$ cat src/rtl/instruction_fetch_unit.sv
// instruction_fetch_unit: owns the program counter, fetches 32-bit words over a
// req/ack memory handshake and presents them downstream with valid/ready.
// Optional feature macro: FETCH_MISALIGN_CHECK_EN (misaligned redirect -> FAULT).
module instruction_fetch_unit #(
  parameter logic [31:0] RESET_PC = 32'h00000000
) (
  input  logic        clock,
  input  logic        reset,
  output logic        memReq,
  output logic [31:0] memAddr,
  input  logic        memAck,
  input  logic [31:0] memData,
  input  logic        redirectValid,
  input  logic [31:0] redirectTarget,
  output logic        instructionValid,
  input  logic        instructionReady,
  output logic [31:0] instruction,
  output logic [31:0] pcOfInstruction,
  output logic [31:0] immediateU,
  output logic        fetchFault
);

`ifdef FETCH_MISALIGN_CHECK_EN
  typedef enum logic [1:0] {RESET_WAIT, REQUEST, HOLD, FAULT} fetchState_t;
`else
  typedef enum logic [1:0] {RESET_WAIT, REQUEST, HOLD} fetchState_t;
`endif

  fetchState_t stateReg, stateNext;
  logic [31:0] pcReg, pcNext;
  logic [31:0] instrReg, instrNext;
  logic [31:0] heldPcReg, heldPcNext;
  logic        pendValidReg, pendValidNext;
  logic [31:0] pendTargetReg, pendTargetNext;

  // Fetches are always word aligned; the low target bits never reach the PC.
  logic [31:0] redirectAligned;
  assign redirectAligned = {redirectTarget[31:2], 2'b00};

`ifdef FETCH_MISALIGN_CHECK_EN
  logic redirectMisaligned;
  assign redirectMisaligned = redirectValid && (redirectTarget[1:0] != 2'b00);
`else
  logic unusedTargetLsbs;
  assign unusedTargetLsbs = ^redirectTarget[1:0];
`endif

  // State register: reset abandons any outstanding request and drops the held word.
  always_ff @(posedge clock) begin
    if (reset) begin
      stateReg      <= RESET_WAIT;
      pcReg         <= RESET_PC;
      instrReg      <= '0;
      heldPcReg     <= RESET_PC;
      pendValidReg  <= 1'b0;
      pendTargetReg <= '0;
    end else begin
      stateReg      <= stateNext;
      pcReg         <= pcNext;
      instrReg      <= instrNext;
      heldPcReg     <= heldPcNext;
      pendValidReg  <= pendValidNext;
      pendTargetReg <= pendTargetNext;
    end
  end

  // Next-state logic: PC sequencing, redirect capture and ack handling.
  always_comb begin
    stateNext      = stateReg;
    pcNext         = pcReg;
    instrNext      = instrReg;
    heldPcNext     = heldPcReg;
    pendValidNext  = pendValidReg;
    pendTargetNext = pendTargetReg;
    case (stateReg)
      RESET_WAIT: begin
        stateNext = REQUEST;
      end
      REQUEST: begin
`ifdef FETCH_MISALIGN_CHECK_EN
        if (redirectMisaligned) begin
          stateNext     = FAULT;
          pendValidNext = 1'b0;
        end else
`endif
        if (memAck) begin
          if (redirectValid) begin
            // The newest redirect beats any pending one; the acked word is stale.
            pcNext        = redirectAligned;
            pendValidNext = 1'b0;
          end else if (pendValidReg) begin
            pcNext        = pendTargetReg;
            pendValidNext = 1'b0;
          end else begin
            instrNext  = memData;
            heldPcNext = pcReg;
            stateNext  = HOLD;
          end
        end else if (redirectValid) begin
          // memAddr must stay stable until the ack, so park the redirect (last wins).
          pendValidNext  = 1'b1;
          pendTargetNext = redirectAligned;
        end
      end
      HOLD: begin
`ifdef FETCH_MISALIGN_CHECK_EN
        if (redirectMisaligned) begin
          stateNext = FAULT;
        end else
`endif
        if (redirectValid) begin
          // Redirect wins even if the consumer accepts in the same cycle.
          pcNext    = redirectAligned;
          stateNext = REQUEST;
        end else if (instructionReady) begin
          pcNext    = pcReg + 32'd4;
          stateNext = REQUEST;
        end
      end
`ifdef FETCH_MISALIGN_CHECK_EN
      FAULT: begin
        stateNext = FAULT;
      end
`endif
      default: begin
        stateNext = RESET_WAIT;
      end
    endcase
  end

  assign memReq           = (stateReg == REQUEST);
  assign memAddr          = pcReg;
  assign instructionValid = (stateReg == HOLD);
  assign instruction      = instrReg;
  assign pcOfInstruction  = heldPcReg;
  assign immediateU       = {instrReg[31:12], 12'h000};
`ifdef FETCH_MISALIGN_CHECK_EN
  assign fetchFault       = (stateReg == FAULT);
`else
  assign fetchFault       = 1'b0;
`endif

endmodule

$ cat config.mk
export PLATFORM = sky130hd
export DESIGN_NAME = instruction_fetch_unit
export DESIGN_NICKNAME = d
export VERILOG_FILES = /design/src/rtl/instruction_fetch_unit.sv
export SDC_FILE = /design/constraint.sdc
export NUM_CORES = 1
export LEC_CHECK = 0
export ABC_AREA = 1
export ABC_CLOCK_PERIOD_IN_PS = 2500
export BUFFER_PORTS_ARGS = -buffer_cell sky130_fd_sc_hd__buf_4
export CORE_MARGIN = 2
export CORE_UTILIZATION = 29
export DETAILED_ROUTE_END_ITERATION = 6
export PLACE_DENSITY_LB_ADDON = 0.15
export SLEW_MARGIN = 15
export SYNTH_ARGS = -nofsm -noshare
export SYNTH_HDL_FRONTEND = slang
export SYNTH_SLANG_ARGS = --single-unit
$ cat constraint.sdc
create_clock -name clock -period 2.5 [get_ports clock]
set_input_delay 0 -clock clock [delete_from_list [all_inputs] [get_ports clock]]
set_output_delay 0 -clock clock [all_outputs]
set_load 0.005 [all_outputs]
**Yosys cells after proc, flatten, opt, wreduce, memory -nomap -nowiden**

Index checks and enable logic that the tools add are counted.

- Register bits after elaboration: 129
- Word-level logic and storage cells: 39
- Input bits: 69
- Output and inout port bits: 131

- Reduce and logical (&&, ||, !) cells: 8
- Add/subtract/negate cells: 1
- Bitwise logic cells: 3
- Equal/unequal tests: 7
- Muxes and demuxes: 14

Operators with widths:

| cell | count |
|---|---|
| 2-to-1 mux 32 bit | 5 |
| one-hot mux 32 bit (2 select lines) | 1 |
| adder 32 x 3 -> 32 bit, second input constant | 1 |
| AND reduction 4 bit | 3 |
| 2-to-1 mux 2 bit | 5 |
| one-hot mux 2 bit (3 select lines) | 1 |
| != test 2 bit, second input constant | 2 |
| nonzero test 2 bit | 2 |
| != test 3 x 1 -> 1 bit, second input constant | 1 |
| != test 3 x 2 -> 1 bit, second input constant | 1 |
| NOT 1 bit | 3 |
| AND reduction 3 bit | 1 |
| == test 2 x 1 -> 1 bit, second input constant | 1 |
| == test 2 bit, second input constant | 1 |
| zero test 2 bit | 1 |
| 2-to-1 mux 1 bit | 2 |
| != test 2 x 1 -> 1 bit, second input constant | 1 |
| AND reduction 2 bit | 1 |

**Depth between registers and ports, before layout**

Gate-level depths: netlist of run 1.

- Word-level depth: 4
- Gate-level depth with buffers: 11
- Gate-level depth less buffers: 10

**Worst setup path after synthesis of run 1**

Ideal clock, no wire load.

- Kind: register to register
- Start point: reg stateReg[0]
- End point: reg pcReg[4], in the netlist memAddr[4]
- Buffers on the path: 2
- Arrival time: 1.459 ns
- Period minus slack after synthesis: 1.580 ns
- Required time: 2.379 ns
- Slack: 0.920 ns
- Library setup time: 0.121 ns
- Stages on the path, launching flop included: 9
- Cells stage by stage: dfxtp_1 > inv_1 > ha_1 > clkbuf_2 > nand2_4 > clkinv_1 > buf_2 > a31oi_1 > a21oi_1

- Cells in the longest elaborated chain, start to end: 3
- Elaborated cells on any way between the ends: 8
- Those cells by class: eq/ne: 5; mux: 1; reduce/logical: 2

RTL lines:

| item | RTL line | RTL |
|---|---|---|
| start, declared | 29 | `fetchState_t stateReg, stateNext;` |
| start signal, assigned | 58 | `stateReg <= stateNext;` |
| == test 2 bit (*) | -- |  |
| net instructionValid | 15 | `output logic instructionValid,` |
| != test 3 x 2 -> 1 bit (no line) or nonzero test 2 bit (tied branches) | -- |  |
| AND reduction 4 bit (no line) | -- |  |
| end signal, assigned | 59 | `pcReg <= pcNext;` |
| end, declared | 30 | `logic [31:0] pcReg, pcNext;` |

Mark *: on every way through the listed nets, which the timed path passes. The rest lies on a longest branch.
A chain may end at the register's enable or synchronous reset.

**Final worst setup path of run 1**

- Start point: reg stateReg[0]
- End point: reg pcReg[12], in the netlist memAddr[12]

- Cells in the longest elaborated chain, start to end: 3
- Elaborated cells on any way between the ends: 8
- Those cells by class: eq/ne: 5; mux: 1; reduce/logical: 2

RTL lines:

| item | RTL line | RTL |
|---|---|---|
| == test 2 x 1 -> 1 bit or == test 2 bit (tied branches) | 75 | `case (stateReg)` |
| != test 3 x 1 -> 1 bit (no line), or another cell as far along | -- |  |
| AND reduction 4 bit (no line) | -- |  |

Several ways; a longest one is shown, not always the timed one.

==> results of run 1 <==
stage by stage:
step	instances	util	instance area [µm²]	power [µW]	hold slack, ns
final	1396	0.414	8680	7520	0.0966
after global routing	1396	0.414	8680	8030	0.120
after CTS	1396	0.414	8680	7590	0.0904
after detailed placement	1301	0.358	7500	5140	0.228
after global placement	1301	0.358	7500	5130	0.223
after floorplan	924	-	6230	4180	0.135
Yosys cell counts (all sizes together) (2+ instances only):
cell type    n  share of area
nand2      164           0.10
clkinv       2         0.0012
xor2         4         0.0057
buf         56          0.063
o21ai      132           0.11
a211oi       4         0.0057
nor2       178           0.12
a31oi        2         0.0020
nor3        30          0.024
dfxtp      125           0.41
nand4        2         0.0020
a21oi       62          0.050
nand3       55          0.045
inv         49          0.030
ha           5          0.010
clkbuf      32          0.020
cell type report:
class,count,area (µm²)
Fill cell,2297,12300
Multi-Input combinational cell,660,3020
Sequential cell,125,2500
Timing Repair Buffer,253,2070
Clock buffer,22,464
Tap cell,275,344
Inverter,51,194
Clock inverter,10,91.3
cell families (layout without fill, tap and decap cells):
logic type | Yosys count | count (layout) | share of synthesized area
buffers and inverters | 139 | 336 | 0.115
flip-flops | 125 | 125 | 0.406
XOR/XNOR | 4 | 4 | 0.00568
AND/OR/NAND/NOR | 431 | 431 | 0.292
adder cells (fa/ha/maj) | 5 | 5 | 0.0101
AO/OA/AOI/OAI | 203 | 203 | 0.171
other | 1 | 17 | 0.000608
what timing repair did:
item,CTS,global route
hold buffers,63,0
endpoints found under the setup margin,0,0
gates resized for setup,0,0
buffers inserted,0,0
hold endpoints to repair,85,0
power by group:
| group | switching, µW | leakage (µW) | internal [µW] |
|---|---|---|---|
| sequential | 355 | 0.00102 | 2360 |
| combinational | 1440 | 0.00258 | 1020 |
| clock | 922 | 0.000258 | 1410 |
tightest hold or removal path: stages:
cell and delay, ns:
buf_4 0.10, o21ai_4 0.08, a211oi_1 0.19, a31oi_1 0.09
flip-flops by register name, indices dropped and copies added, names as in the netlist:
signal	cells
instruction	32
memAddr	30
pcOfInstruction	30
pendTargetReg	30
pendValidReg	1
stateReg	2
placed cells by master (no fill, tap or decap), types with 4 or more instances in the layout:
cell type,instances
buf_4,189
nor2_1,171
nand2_1,158
o21ai_0,126
dfxtp_1,125
dlygate4sd3_1,63
a21oi_1,62
nand3_1,55
inv_1,43
nor3_1,30
conb_1,17
clkbuf_16,17
inv_2,6
nand2_2,5
o21ai_1,5
ha_1,5
clkinvlp_4,5
xor2_1,4
metal layers:
metal	share of wire	up-vias	track usage	wire length, µm
met1	0.49	2904	0.257	10200
li1	-	3305	-	-
met4	0.011	0	0.0491	231
met5	0	-	0	0
met2	0.45	147	0.276	9330
met3	0.046	16	0.0354	955
worst paths after layout:
| kind | from | to | slack [ns] | cells past startpoint |
|---|---|---|---|---|
| worst min-delay path | instructionReady | memAddr[8] | 0.1 | 4 |
| worst min register to register | pendTargetReg[8] | memAddr[8] | 0.50 | 2 |
| worst max register to register | stateReg[0] | memAddr[12] | 0.54 | 9 |
| worst max-delay path | stateReg[0] | memAddr[12] | 0.54 | 9 |
==> results.sh, run 1 <==
export IMPL_status="completed"
export IMPL_path_buf_inv=2
export IMPL_fin_tns_setup_ns=0
export IMPL_ys_types=35
export IMPL_fin_ws_ns=0.538
export IMPL_cts_max_level=4
export IMPL_hp_class="in -> reg"
export IMPL_crit_type="reg -> reg"
export IMPL_grt_setup_unrepaired="no"
export IMPL_track_usage=0.180
export IMPL_ys_seq_area_frac=0.406
export IMPL_path_clk_slew_ns=0.06
export IMPL_endpoint_kind="register"
export IMPL_period_needed_ns=1.96
export IMPL_grt_first_pass_wirelength_um=31500
export IMPL_ys_warnings_count=0
export IMPL_setup_viol=0
export IMPL_cts_tree="done"
export IMPL_dieArea_um2=22500
export IMPL_syn_area_um2=6170
export IMPL_tightest_slew_ns=0.706
export IMPL_p_per_area_nw_per_um2=866
export IMPL_p_leak_uw=0.00385
export IMPL_cts_sinks=125
export IMPL_critPathTopFamily="simple AND/OR/NAND/NOR gates"
export IMPL_remaining_drc_errors=0
export IMPL_crit_arrival_ns=2.26
export IMPL_antenna_found_initial=0
export IMPL_grt_pass1_vias=5749
export IMPL_place_hpwl_um=14200
export IMPL_n_antenna_cell=0
export IMPL_drive_gt1_frac=0.216
export IMPL_ir_drop_v=0.000409
export IMPL_initialDrtViolationCount=478
export IMPL_wire_per_inst_um=14.8
export IMPL_hold_viol_final=0
export IMPL_cp_slowest_stage_delay_ns=0.36
export IMPL_min_period_over_period=0.785
export IMPL_layout_nets=1182
export IMPL_ys_ff_latch=125
export IMPL_coreArea_um2=21000
export IMPL_start_kind="register"
export IMPL_synthCells=908
export IMPL_drtPass1Iterations=5
export IMPL_clock_latency_ns=0.42
export IMPL_die_y_um=150
export IMPL_post_place_ws_ns=0.539
export IMPL_grt_max_degree=89
export IMPL_routed_wl_um=20700
export IMPL_cts_buffers=17
export IMPL_ant_nets=0
export IMPL_synth_edf_count=0
export IMPL_via_per_inst=4.56
export IMPL_start_util=0.294
export IMPL_slew_violations=0
export IMPL_ios=200
export IMPL_syn2layout_area_growth_pct=40.8
export IMPL_crit_path_max_fanout=19
export IMPL_clockBufferDepth=2
export IMPL_avgSynthCellArea_um2=6.79
export IMPL_max_freq_ghz=0.510
export IMPL_dieWidth_um=150
export IMPL_worst_path_max_delay_cell="dfxtp_1"
export IMPL_rows=53
export IMPL_synthArstFlopShare=0
export IMPL_vias=6372
export IMPL_grt_ovfl_total=0
export IMPL_finClkSkew_ns=0.00638
export IMPL_crit_chain="inv_1 -> ha_1 -> nand2_4 -> o21ai_4 -> nor2_8 -> buf_4 -> nand3_1 -> o21ai_0 -> a21oi_1"
export IMPL_io_buffer_count=180
export IMPL_worstPathRequired_ns=2.80
export IMPL_ys_flop_type="dfxtp_1"
export IMPL_root_buffer="clkbuf_16"
export IMPL_slew_headroom=0.529
export IMPL_gp_congestion=0.839
export IMPL_cap_violations=0
No activity file was read; power rests on OpenSTA's default activity.
==> inputs of run 2 (changes only) <==
--- a/config.mk
+++ b/config.mk
@@ -6,7 +6,7 @@
 export NUM_CORES = 1
 export LEC_CHECK = 0
 export ABC_AREA = 1
-export ABC_CLOCK_PERIOD_IN_PS = 2500
+export ABC_CLOCK_PERIOD_IN_PS = 1900
 export BUFFER_PORTS_ARGS = -buffer_cell sky130_fd_sc_hd__buf_4
 export CORE_MARGIN = 2
 export CORE_UTILIZATION = 29
==> constraint.sdc (replaced) <==
create_clock -name clock -period 1.9 [get_ports clock]
set_input_delay 0 -clock clock [delete_from_list [all_inputs] [get_ports clock]]
set_output_delay 0 -clock clock [all_outputs]
set_load 0.005 [all_outputs]
==> run 2 against run 1 <==
  * Clock power grew 50%
  * Cell count grew 0.86%
  * Worst setup slack worse by 0.38 ns
  * Largest power group unchanged
  * First-iteration DRC count grew 0.21%
  * Highest routed layer unchanged
  * Sequential share of layout area decreased by 0.80 points
  * Via count up 2.2%
  * Hold slack got worse by 0.046 ns
  * Die area did not move
  * Count of clock-buffer cells in the layout is 4 lower
==> results.sh, run 2 (synthesized netlist as in run 1, its figures left out) <==
export IMPL_cts_buffers=17
export IMPL_finClkSkew_ns=0.00888
export IMPL_cap_violations=0
export IMPL_reg2reg_setup_slack_ns=0.15
export IMPL_fill_cells=2241
export IMPL_dieWidth_um=150
export IMPL_path_clk_slew_ns=0.06
export IMPL_min_period_over_period=0.919
export IMPL_place_hpwl_um=14500
export IMPL_routed_wl_um=21200
export IMPL_hp_class="in -> reg"
export IMPL_drive_gt1_frac=0.227
export IMPL_start_util=0.294
export IMPL_hold_path_depth=3
export IMPL_clock_latency_ns=0.42
export IMPL_seq_area_um2=2500
export IMPL_hold_viol_final=0
export IMPL_cts_tree="done"
export IMPL_rows=53
export IMPL_reg2reg_to="memAddr[30]"
export IMPL_cts_sinks=125
export IMPL_cts_setup_buffers=0
export IMPL_ios=200
export IMPL_r2r_start="stateReg[0]"
export IMPL_n_antenna_cell=0
export IMPL_max_freq_ghz=0.573
export IMPL_grt_pass1_vias=5873
export IMPL_reg2regPathDepth=8
export IMPL_fin_tns_setup_ns=0
export IMPL_final_common_cell="buf_4"
export IMPL_vias=6510
export IMPL_crit_type="reg -> reg"
export IMPL_crit_arrival_ns=2.10
export IMPL_grt_ovfl_total=0
export IMPL_slew_violations=0
export IMPL_setup_viol=0
export IMPL_grt_max_degree=89
export IMPL_multi_input_area_um2=3020
export IMPL_ir_drop_v=0.000477
export IMPL_cts_max_level=4
export IMPL_period_needed_ns=1.75
export IMPL_grt_first_pass_wirelength_um=31700
export IMPL_largest_reg_flops=32
export IMPL_fin_total_pwr_uw=10600
export IMPL_worstPathRequired_ns=2.25
export IMPL_remaining_drc_errors=0
export IMPL_via_per_inst=4.62
export IMPL_min_to="pendTargetReg[6]"
export IMPL_track_usage=0.181
export IMPL_dieArea_um2=22500
export IMPL_initialDrtViolationCount=479
export IMPL_io_buffer_count=180
export IMPL_crit_path_max_fanout=24
export IMPL_grt_setup_unrepaired="no"
export IMPL_root_buffer="clkbuf_16"
export IMPL_p_leak_uw=0.00398
export IMPL_layout_nets=1195
export IMPL_status="completed"
export IMPL_min_from="memAck"
export IMPL_syn2layout_area_growth_pct=44.8
export IMPL_coreArea_um2=21000
export IMPL_ant_nets=0
export IMPL_antenna_found_initial=0
export IMPL_p_per_area_nw_per_um2=1180
export IMPL_die_y_um=150
export IMPL_drtPass1Iterations=5
export IMPL_start_kind="register"
export IMPL_place_area_um2=7630
export IMPL_final_core_util=0.426
export IMPL_wire_per_inst_um=15.0
export IMPL_gp_congestion=0.901
export IMPL_clockBufferDepth=2
export IMPL_mostFrequentLayoutCells="buf_4, nor2_1, nand2_1, o21ai_0, dfxtp_1"
export IMPL_design_area_um2=8930
export IMPL_endpoint_kind="register"
-- run 2: cell count changes in the layout (fill, tap and decap cells not counted), sizes merged --
cell	before	now
buf	190	201
bufinv	1	4
clkbuf	22	19
clkinvlp	5	4
dlygate4sd3	63	64
inv	50	51
-- run 2: how the worst max path moves through the flow --
stage	start	slack (ns)	depth (start not counted)	end
2_1_floorplan	stateReg[0]	0.32	8	memAddr[4]
3_3_place_gp	stateReg[1]	0.19	7	instruction[7]
3_5_place_dp	stateReg[0]	0.19	7	memAddr[21]
4_1_cts	stateReg[0]	0.17	7	memAddr[21]
5_1_grt	stateReg[0]	0.02	8	memAddr[30]
6_report	stateReg[0]	0.15	8	memAddr[30]
-- run 2: critical path: stages, from the launching register on --
cell and delay, ns:
dfxtp_1 0.33, inv_1 0.10, ha_1 0.31, nand2_4 0.14, o21ai_4 0.24, nor2_8 0.06
inv_4 0.20, nor2_1 0.14, a21oi_1 0.15
-- run 2: area by class of cell --
type,instances,share of cell area
clock inverters,13,0.0214
flip-flops and latches,125,0.280
multi-input cells,660,0.338
repair buffers,266,0.250
inverters,51,0.0224
clock buffers,18,0.0492
well taps,275,0.0385
-- run 2: repair_timing --
action                                  4_1_cts  5_1_grt
endpoints found under the hold margin        87        0
hold buffers                                 64        0
gates resized for setup                       0        3
endpoints found under the setup margin        0        4
-- run 2: report_power, final --
| group | switching, µW | internal (µW) |
|---|---|---|
| sequential | 432 | 3110 |
| combinational | 2000 | 1520 |
| clock | 1270 | 2230 |
-- run 2: layer usage --
layer,GRT usage,vias up,part of all wire
met2,0.273,165,0.45
li1,-,3335,-
met3,0.0326,22,0.046
met5,0,-,0
met1,0.260,2988,0.49
met4,0.0613,0,0.017
-- run 2: stage by stage --
| step | instances | setup slack (ns) | hold WS, ns |
|---|---|---|---|
| final | 1408 | 0.153 | 0.0506 |
| after global routing | 1408 | 0.0155 | 0.0764 |
| after CTS | 1407 | 0.166 | 0.0356 |
| after detailed placement | 1312 | 0.185 | 0.227 |
| after global placement | 1312 | 0.190 | 0.221 |
| after floorplan | 924 | 0.320 | 0.135 |
